`src/rtl/pdm_pkg.sv`:
```
// Shared definitions for the PDM transmit path: sequencer states, default
// geometry and the midscale code. Also used by the decimator benches.
package pdm_pkg;

    localparam int PDM_WIDTH = 8;
    localparam int PDM_OSR   = 64;

    typedef enum logic {
        ST_IDLE = 1'b0,
        ST_RUN  = 1'b1
    } pdm_state_t;

    // Offset-binary zero: the code that gives 50% ones density.
    function automatic logic [31:0] midscale(input int width);
        return 32'd1 << (width - 1);
    endfunction

endpackage

```
`src/rtl/pdm_fifo2.sv`:
```
// Two-entry sample buffer. Pushes are dropped when full and pops are dropped
// when empty, so a simultaneous push/pop keeps the count and the order.
module pdm_fifo2 #(
    parameter int WIDTH = 8
) (
    input  logic             i_clk,
    input  logic             i_rst_n,
    input  logic             i_push,
    input  logic             i_pop,
    input  logic [WIDTH-1:0] i_din,
    output logic [1:0]       o_count,
    output logic [WIDTH-1:0] o_dout
);

    logic [WIDTH-1:0] r_mem [2];
    logic             r_wr_ptr;
    logic             r_rd_ptr;
    logic [1:0]       r_count;

    logic w_do_push;
    logic w_do_pop;

    assign w_do_push = i_push && (r_count != 2'd2);
    assign w_do_pop  = i_pop  && (r_count != 2'd0);

    always_ff @(posedge i_clk or negedge i_rst_n) begin
        if (!i_rst_n) begin
            r_mem[0] <= '0;
            r_mem[1] <= '0;
            r_wr_ptr <= 1'b0;
            r_rd_ptr <= 1'b0;
            r_count  <= 2'd0;
        end else begin
            if (w_do_push) begin
                r_mem[r_wr_ptr] <= i_din;
                r_wr_ptr        <= ~r_wr_ptr;
            end
            if (w_do_pop) begin
                r_rd_ptr <= ~r_rd_ptr;
            end
            case ({w_do_push, w_do_pop})
                2'b10:   r_count <= r_count + 2'd1;
                2'b01:   r_count <= r_count - 2'd1;
                default: r_count <= r_count;
            endcase
        end
    end

    assign o_count = r_count;
    assign o_dout  = r_mem[r_rd_ptr];

endmodule

```
`src/rtl/pdm_modulator.sv`:
```
// First-order delta-sigma PCM-to-PDM modulator with a sample sequencer that
// holds each buffered sample for OSR clocks.
module pdm_modulator
    import pdm_pkg::*;
#(
    parameter int WIDTH = PDM_WIDTH,
    parameter int OSR   = PDM_OSR
) (
    input  logic                    CLK,
    input  logic                    RST,
    input  logic                    EN,
    input  logic [WIDTH-1:0]        DIN,
    input  logic                    DIN_VALID,
    output logic                    DIN_READY,
    output logic                    OUT,
    output logic                    UNDERRUN,
    output pdm_state_t              o_dbg_state,
    output logic [$clog2(OSR)-1:0]  o_dbg_phase,
    output logic [1:0]              o_dbg_count,
    output logic [WIDTH-1:0]        o_dbg_cur
);

    localparam int PW = $clog2(OSR);
    localparam logic [WIDTH-1:0] MID = WIDTH'(midscale(WIDTH));
    localparam logic [PW-1:0] LAST_PHASE = PW'(OSR - 1);

    // Handshake: a sample transfers on any rising edge where DIN_VALID and
    // DIN_READY are both high; DIN_READY depends only on the buffer count.
    pdm_state_t       r_state;
    logic [PW-1:0]    r_phase;
    logic [WIDTH-1:0] r_cur;
    logic [WIDTH-1:0] r_acc;
    logic             r_out;
    logic             r_underrun;

    pdm_state_t       w_next_state;
    logic [PW-1:0]    w_next_phase;
    logic             w_pop;
    logic             w_load;
    logic             w_underrun;
    logic [WIDTH-1:0] w_x;
    logic [WIDTH:0]   w_sum;
    logic [1:0]       w_count;
    logic [WIDTH-1:0] w_fifo_dout;
    logic             w_push;

    assign DIN_READY = (w_count != 2'd2);
    assign w_push    = DIN_VALID && DIN_READY;

    pdm_fifo2 #(.WIDTH(WIDTH)) u_fifo (
        .i_clk   (CLK),
        .i_rst_n (RST),
        .i_push  (w_push),
        .i_pop   (w_pop),
        .i_din   (DIN),
        .o_count (w_count),
        .o_dout  (w_fifo_dout)
    );

    always_comb begin
        w_next_state = r_state;
        w_next_phase = r_phase;
        w_pop        = 1'b0;
        w_load       = 1'b0;
        w_underrun   = 1'b0;
        w_x          = MID;
        case (r_state)
            ST_IDLE: begin
                if (EN && (w_count != 2'd0)) begin
                    w_pop        = 1'b1;
                    w_load       = 1'b1;
                    w_next_phase = '0;
                    w_next_state = ST_RUN;
                end
            end
            ST_RUN: begin
                w_x = r_cur;
                if (r_phase == LAST_PHASE) begin
                    w_next_phase = '0;
                    if (!EN) begin
                        w_next_state = ST_IDLE;
                    end else if (w_count != 2'd0) begin
                        w_pop  = 1'b1;
                        w_load = 1'b1;
                    end else begin
                        // Empty boundary: keep repeating the last sample.
                        w_underrun = 1'b1;
                    end
                end else begin
                    w_next_phase = r_phase + 1'b1;
                end
            end
            default: begin
                w_next_state = ST_IDLE;
            end
        endcase
    end

    assign w_sum = {1'b0, r_acc} + {1'b0, w_x};

    always_ff @(posedge CLK or negedge RST) begin
        if (!RST) begin
            r_state    <= ST_IDLE;
            r_phase    <= '0;
            r_cur      <= '0;
            r_acc      <= '0;
            r_out      <= 1'b0;
            r_underrun <= 1'b0;
        end else begin
            r_state    <= w_next_state;
            r_phase    <= w_next_phase;
            r_underrun <= w_underrun;
            if (w_load) begin
                r_cur <= w_fifo_dout;
            end
            // The accumulator carries across state changes so density stays exact.
            r_acc <= w_sum[WIDTH-1:0];
            r_out <= w_sum[WIDTH];
        end
    end

    assign OUT         = r_out;
    assign UNDERRUN    = r_underrun;
    assign o_dbg_state = r_state;
    assign o_dbg_phase = r_phase;
    assign o_dbg_count = w_count;
    assign o_dbg_cur   = r_cur;

endmodule

```
`config.mk`:
```
export PLATFORM = sky130hd
export DESIGN_NAME = pdm_modulator
export DESIGN_NICKNAME = d
export VERILOG_FILES = /design/src/rtl/pdm_pkg.sv /design/src/rtl/pdm_fifo2.sv /design/src/rtl/pdm_modulator.sv
export SDC_FILE = /design/constraint.sdc
export NUM_CORES = 1
export LEC_CHECK = 0
export ABC_AREA = 1
export BUFFER_PORTS_ARGS = -buffer_cell sky130_fd_sc_hd__buf_2
export CAP_MARGIN = 10
export CORE_ASPECT_RATIO = 1.2
export CORE_UTILIZATION = 50
export CTS_BUF_LIST = sky130_fd_sc_hd__clkbuf_8 sky130_fd_sc_hd__clkbuf_16
export CTS_CLUSTER_SIZE = 10
export DETAILED_ROUTE_END_ITERATION = 6
export PLACE_DENSITY = 0.71
export SYNTH_ARGS = -nofsm -noshare
export SYNTH_HDL_FRONTEND = slang
export SYNTH_SLANG_ARGS = --single-unit
```
`constraint.sdc`:
```
create_clock -name CLK -period 4.71 [get_ports CLK]
set_input_delay 0.7065 -clock CLK [delete_from_list [all_inputs] [get_ports CLK]]
set_output_delay 0.7065 -clock CLK [all_outputs]
set_load 0.03 [all_outputs]
```
==> flow_summary.yaml, run 1 <==
run_status:
  outcome: "finished, final reports clean"
job:
  drv_cap: 0
pwr:
  power.internal_w: 0.00104
  ir_worst_vdd_mv: 0.400
  power_density_nw_per_um2: 736
  p_clk_share_pct: 12.2
  combPwrFrac_pct: 50.9
  seqPwrFrac_pct: 36.8
  swShare_pct: 45.7
  p_leak_nw: 1.46
  p_switching_w: 0.000873
  finalPower_w: 0.00191
logic_synthesis:
  synth_area_leaders: "dfrtp_1, nand2_1, inv_1"
  synth_fp_nets: 300
  seq_area_frac_synth_pct: 48.5
  syn_inst: 277
  synth_area_sq_um: 2320
  yosysTopAreaCell: "dfrtp_1"
  avgSynthCellArea_sq_um: 8.38
  ys_types: 27
  ys_ff_latch: 45
  ys.warnings.count: 0
  synth_top_area_share_pct: 48.5
cts:
  clock_sinks: 45
  ctsLongestPathBuffers: 2
  cts_hold_buf: 0
  cts_resized: 0
  cts_tree: "yes"
  postCtsSetupBuffers: 0
  clk_pin_slew_worst_paths_ns: 0.08
  root_buffer: "clkbuf_8"
  insertion_delay_ns: 0.29
  cts_max_level: 2
  cts_buffers: 5
finish:
  nNetsFinal: 334
  diodes: 0
  drive_gt1_share_pct: 18.6
  nFillCells: 411
  syn_to_final_growth_pct: 12.0
grt:
  antenna_found_initial: 0
  grt_pass1_wl_mm: 7.20
  grt_usage_pct: 18.9
  gr-total-overflow: 0
  grt_pass1_vias: 1665
  grt_start_max_net_pins: 46
sta:
  rsz0062_at_grt: "no"
  finalSetupViolCount: 0
  relSlewSlack_pct: 34.6
  fin_crit_ns: 2.26
  maxSlewViolCount: 0
  final-hold-violation-count: 0
  fin_worst_skew_ns: 0.00559
  holdWs_ns: 0.485
  fin_crit_sh_pct: 48.0
  tightest_slew_ns: 0.981
  tns_ns: 0
  max_freq_mhz: 443
route:
  viasPerCell: 4.78
  vias: 1756
  ant_nets: 0
  wl_per_cell_microns: 11.3
  wl_mm: 4.13
  drc: 0
  initialDrtViolationCount: 52
  firstDrtPassIters: 4
placed_design:
  dp_hpwl_mm: 3.02
  portBuffers: 31
  gp_congestion: 0.847
critical_path:
  cp_max_fo: 12
  path_cells: "ha_1 -> nand3_2 -> o21ai_2 -> nand2_2 -> inv_1 -> ha_1 -> a21oi_1 -> o21ai_0 -> xnor2_1"
  cp-start-kind: "flop"
  cpPeakStageDelay_ns: 0.40
  worst-path-buf-inv: 1
  path_class: "flop to flop"
  slowest_stage: "dfrtp_1"
  path_delay_family: "compound AO/OA/AOI/OAI gates"
  crit_required_ns: 4.88
  end_kind: "flop"
  crit_path_frequent_cell: "ha_1"
  critPathArrivalTime_ns: 2.43
floorplan:
  die_area_sq_um: 4920
  ios: 32
  start_util_pct: 53.2
  rows: 26
  core_area_sq_um: 4360
  die_h_microns: 76.6
  die_w_microns: 64.2
hold_path:
  hp-class: "flop to flop"
## flip-flops by register name, indices dropped and copies added (netlist names)
signal           flops
OUT                  1
UNDERRUN             1
o_dbg_cur            8
o_dbg_phase          6
o_dbg_state          1
r_acc                8
u_fifo.o_count       2
u_fifo.r_mem        16
u_fifo.r_rd_ptr      1
u_fifo.r_wr_ptr      1
## power by group through the flow
stage               sequential, W  clock (W)  combinational [W]
global route             0.000729   0.000254            0.00110
CTS                      0.000707   0.000242           0.000986
global placement         0.000709          0           0.000962
floorplan                0.000814          0           0.000662
detailed placement       0.000715          0           0.000984
finish                   0.000705   0.000234           0.000974
## cell usage after synthesis
cell type and count:
buf_6 2, o21bai_1 1, o21ai_0 20, fa_1 1, nand3_1 17, nand2_4 2
nand2_1 91, nand3_2 1, nor2_1 15, inv_2 2, o21ai_2 3, ha_1 10
xnor2_1 5, clkinv_2 1, nand2_2 1, dfrtp_1 45, or2_2 3, nand3_4 1
o22ai_1 1, nor2_8 1, a21oi_1 4, xor2_1 1, buf_2 2, o21ai_1 3
inv_1 37, nand3b_1 1, a21oi_2 6
## metal layers
metal,global-route usage [%],vias up,share of wire (%)
li1,-,927,-
met1,22.5,803,46
met2,32.7,22,50
met3,4.49,4,2.4
met4,6.67,0,1.1
met5,0,-,0
## stage by stage
| stage | setup slack, ns | utilization [%] | instance area [sq um] | std cells |
|---|---|---|---|---|
| after global placement | 2.60 | 57.7 | 2510 | 360 |
| after detailed placement | 2.49 | 57.7 | 2510 | 360 |
| after floorplan | 2.70 | - | 2320 | 277 |
| after CTS | 2.46 | 59.6 | 2600 | 367 |
| after global routing | 2.21 | 59.6 | 2600 | 367 |
| final | 2.45 | 59.6 | 2600 | 367 |
## logic make-up (layout without fill, tap and decap cells)
logic type,count (synthesis),after routing,share of synthesized area (%)
compound gates,38,38,9.81
xor+xnor,6,6,2.26
fa+ha+maj,11,11,6.25
buf+inv,44,78,7.92
flops,45,45,48.5
simple gates,133,133,25.2
## worst paths after layout
path / cells past startpoint / from / to / slack (ns)
worst max-delay path: 9 / o_dbg_phase[0] / u_fifo.o_count[1] / 2.45
worst min-delay path: 1 / r_acc[0] / r_acc[0] / 0.48
worst max register to register: 9 / o_dbg_phase[0] / u_fifo.o_count[1] / 2.45
worst min register to register: 1 / r_acc[0] / r_acc[0] / 0.48
max in group asynchronous: 1 / RST / o_dbg_cur[0] / 3.53
min in group asynchronous: 1 / RST / o_dbg_phase[5] / 0.57
## final cells by class
cell class                 count  area [sq um]  share of cell area (%)
timing repair buffer          31           155                    5.97
clock buffer                   6          82.6                    3.18
inverter                      40           151                    5.82
clock inverter                 1          3.75                   0.144
sequential                    45          1130                    43.3
multi-input combinational    188          1010                    38.9
tap                           56          70.1                    2.69
## cell usage in the layout (no fill, tap or decap), drive strengths merged
master,synthesis,final
fa,1,1
a21oi,10,10
nand3,19,19
or2,3,3
xnor2,5,5
xor2,1,1
buf,4,31
nand3b,1,1
clkinv,1,1
nand2,94,94
ha,10,10
o21bai,1,1
clkbuf,0,6
o22ai,1,1
inv,39,40
o21ai,26,26
dfrtp,45,45
nor2,16,16
No activity file was read; power rests on OpenSTA's default activity.
==> run 2: changes to the inputs <==
- PLACE_DENSITY: 0.71 -> 0.74
- clock period: 4.71 -> 2 ns (I/O delays scaled with it)
==> flow_summary.yaml, run 2 (synthesis results as in run 1) <==
run_status:
  outcome: "finished, final reports clean"
critical_path:
  r2r_start: "o_dbg_phase[0]"
  end_kind: "flop"
  r2r_slack_ns: 0.21
  cp_max_fo: 5
  crit_path_frequent_cell: "ha_1"
  path_class: "flop to flop"
  slowest_stage: "dfrtp_2"
  path_cells: "ha_1 -> nand3_2 -> o21ai_2 -> nand2_2 -> inv_1 -> ha_1 -> a21oi_1 -> o21ai_0 -> xnor2_1"
  cp-start-kind: "flop"
  critPathArrivalTime_ns: 1.97
  cpPeakStageDelay_ns: 0.44
  cp-startpoint: "o_dbg_phase[0]"
  crit_required_ns: 2.17
  rr_worst_depth: 9
  regToRegEndpoint: "u_fifo.o_count[1]"
pwr:
  combPwrFrac_pct: 49.4
  p_clk_share_pct: 14.9
  p_leak_nw: 1.49
  ir_worst_vdd_mv: 0.776
  power.internal_w: 0.00260
  seqPwrFrac_pct: 35.7
  power_density_nw_per_um2: 1760
  swShare_pct: 44.4
  p_switching_w: 0.00207
placed_design:
  dp_hpwl_mm: 3.03
  portBuffers: 31
  gp_congestion: 0.788
  dp_cells: 363
cts:
  clock_sinks: 45
  root_buffer: "clkbuf_8"
  postCtsSetupBuffers: 0
  cts_resized: 0
  clk_pin_slew_worst_paths_ns: 0.08
  cts_hold_buf: 0
  cts_max_level: 2
  cts_buffers: 5
  cts_tree: "yes"
  insertion_delay_ns: 0.29
  ctsLongestPathBuffers: 2
grt:
  met2_usage_pct: 29.9
  grt_pass1_wl_mm: 7.27
  met1_usage_pct: 25.2
  antenna_found_initial: 0
  grt_usage_pct: 19.0
  gr-total-overflow: 0
  grt_start_max_net_pins: 46
  use_met3_pct: 5.24
  busiest_layer: "met2"
  grt_pass1_vias: 1629
sta:
  tns_ns: 0
  fin_crit_sh_pct: 89.6
  tightest_slew_ns: 0.559
  maxSlewViolCount: 0
  fin_crit_ns: 1.79
  relSlewSlack_pct: 62.7
  max_freq_mhz: 558
  holdWs_ns: 0.0764
  final-hold-violation-count: 0
  rsz0062_at_grt: "no"
  fin_worst_skew_ns: 0.00302
  finalSetupViolCount: 0
finish:
  diodes: 0
  stdcell_count: 371
  syn_to_final_growth_pct: 14.4
  largest_reg_flops: 16
  top_register: "u_fifo.r_mem"
  drive_gt1_share_pct: 20.6
  post-route-util_pct: 60.9
  layout_commonest_cell: "nand2_1"
  nNetsFinal: 337
  most-common-layout-cells: "nand2_1, dfrtp_1, inv_1"
route:
  drc: 0
  vias: 1801
  viasPerCell: 4.85
  ant_nets: 0
  wl_per_cell_microns: 10.9
  firstDrtPassIters: 4
  initialDrtViolationCount: 82
  wl_mm: 4.04
floorplan:
  ios: 32
  start_util_pct: 53.2
  rows: 26
  die_w_microns: 64.2
  die_area_sq_um: 4920
  die_h_microns: 76.6
  core_area_sq_um: 4360
job:
  drv_cap: 0
hold_path:
  hp-class: "input port to asynchronous set/reset pin"
-- run 2: per-layer routing --
| layer | wire length (microns) | vias to the layer above | share of wire (%) |
|---|---|---|---|
| li1 | - | 947 | - |
| met1 | 1920 | 826 | 47 |
| met4 | 25 | 0 | 0.62 |
| met5 | 0 | - | 0 |
| met2 | 1950 | 26 | 48 |
| met3 | 144 | 2 | 3.6 |
-- run 2: worst max path at each step --
stage	to	slack (ns)	depth (start not counted)
finish	u_fifo.o_count[1]	0.21	9
CTS	OUT	0.13	12
global route	OUT	0.08	12
detailed placement	OUT	0.16	12
global placement	OUT	0.24	12
floorplan	u_fifo.o_count[1]	0.09	9
-- run 2: final cells by class --
type	instances	area [sq um]
Clock buffer	6	82.6
Clock inverter	2	33.8
Fill cell	401	1700
Inverter	40	151
Multi-Input combinational cell	188	1010
Sequential cell	45	1130
Tap cell	56	70.1
Timing Repair Buffer	34	178
-- run 2: worst max-delay path, delay by kind of cell (launching register included) --
family                   cells  cell delay [ns]
AO/OA/AOI/OAI                3             0.31
XOR/XNOR                     1             0.14
adder cells (fa/ha/maj)      2             0.56
buffers and inverters        1             0.05
flip-flops                   1             0.44
AND/OR/NAND/NOR              2             0.18
-- run 2: power groups by stage --
stage	clock, W	sequential, W	combinational [W]
2_1_floorplan	0	0.00192	0.00156
3_3_place_gp	0	0.00167	0.00227
3_5_place_dp	0	0.00169	0.00233
4_1_cts	0.000718	0.00167	0.00234
5_1_grt	0.000751	0.00173	0.00262
6_report	0.000695	0.00167	0.00231
-- run 2: metrics by stage --
step                power [W]  area, sq um  setup slack [ns]
floorplan             0.00348         2320            0.0929
global placement      0.00394         2540             0.237
detailed placement    0.00401         2540             0.159
CTS                   0.00472         2660             0.134
global route          0.00511         2660            0.0753
finish                0.00467         2660             0.207
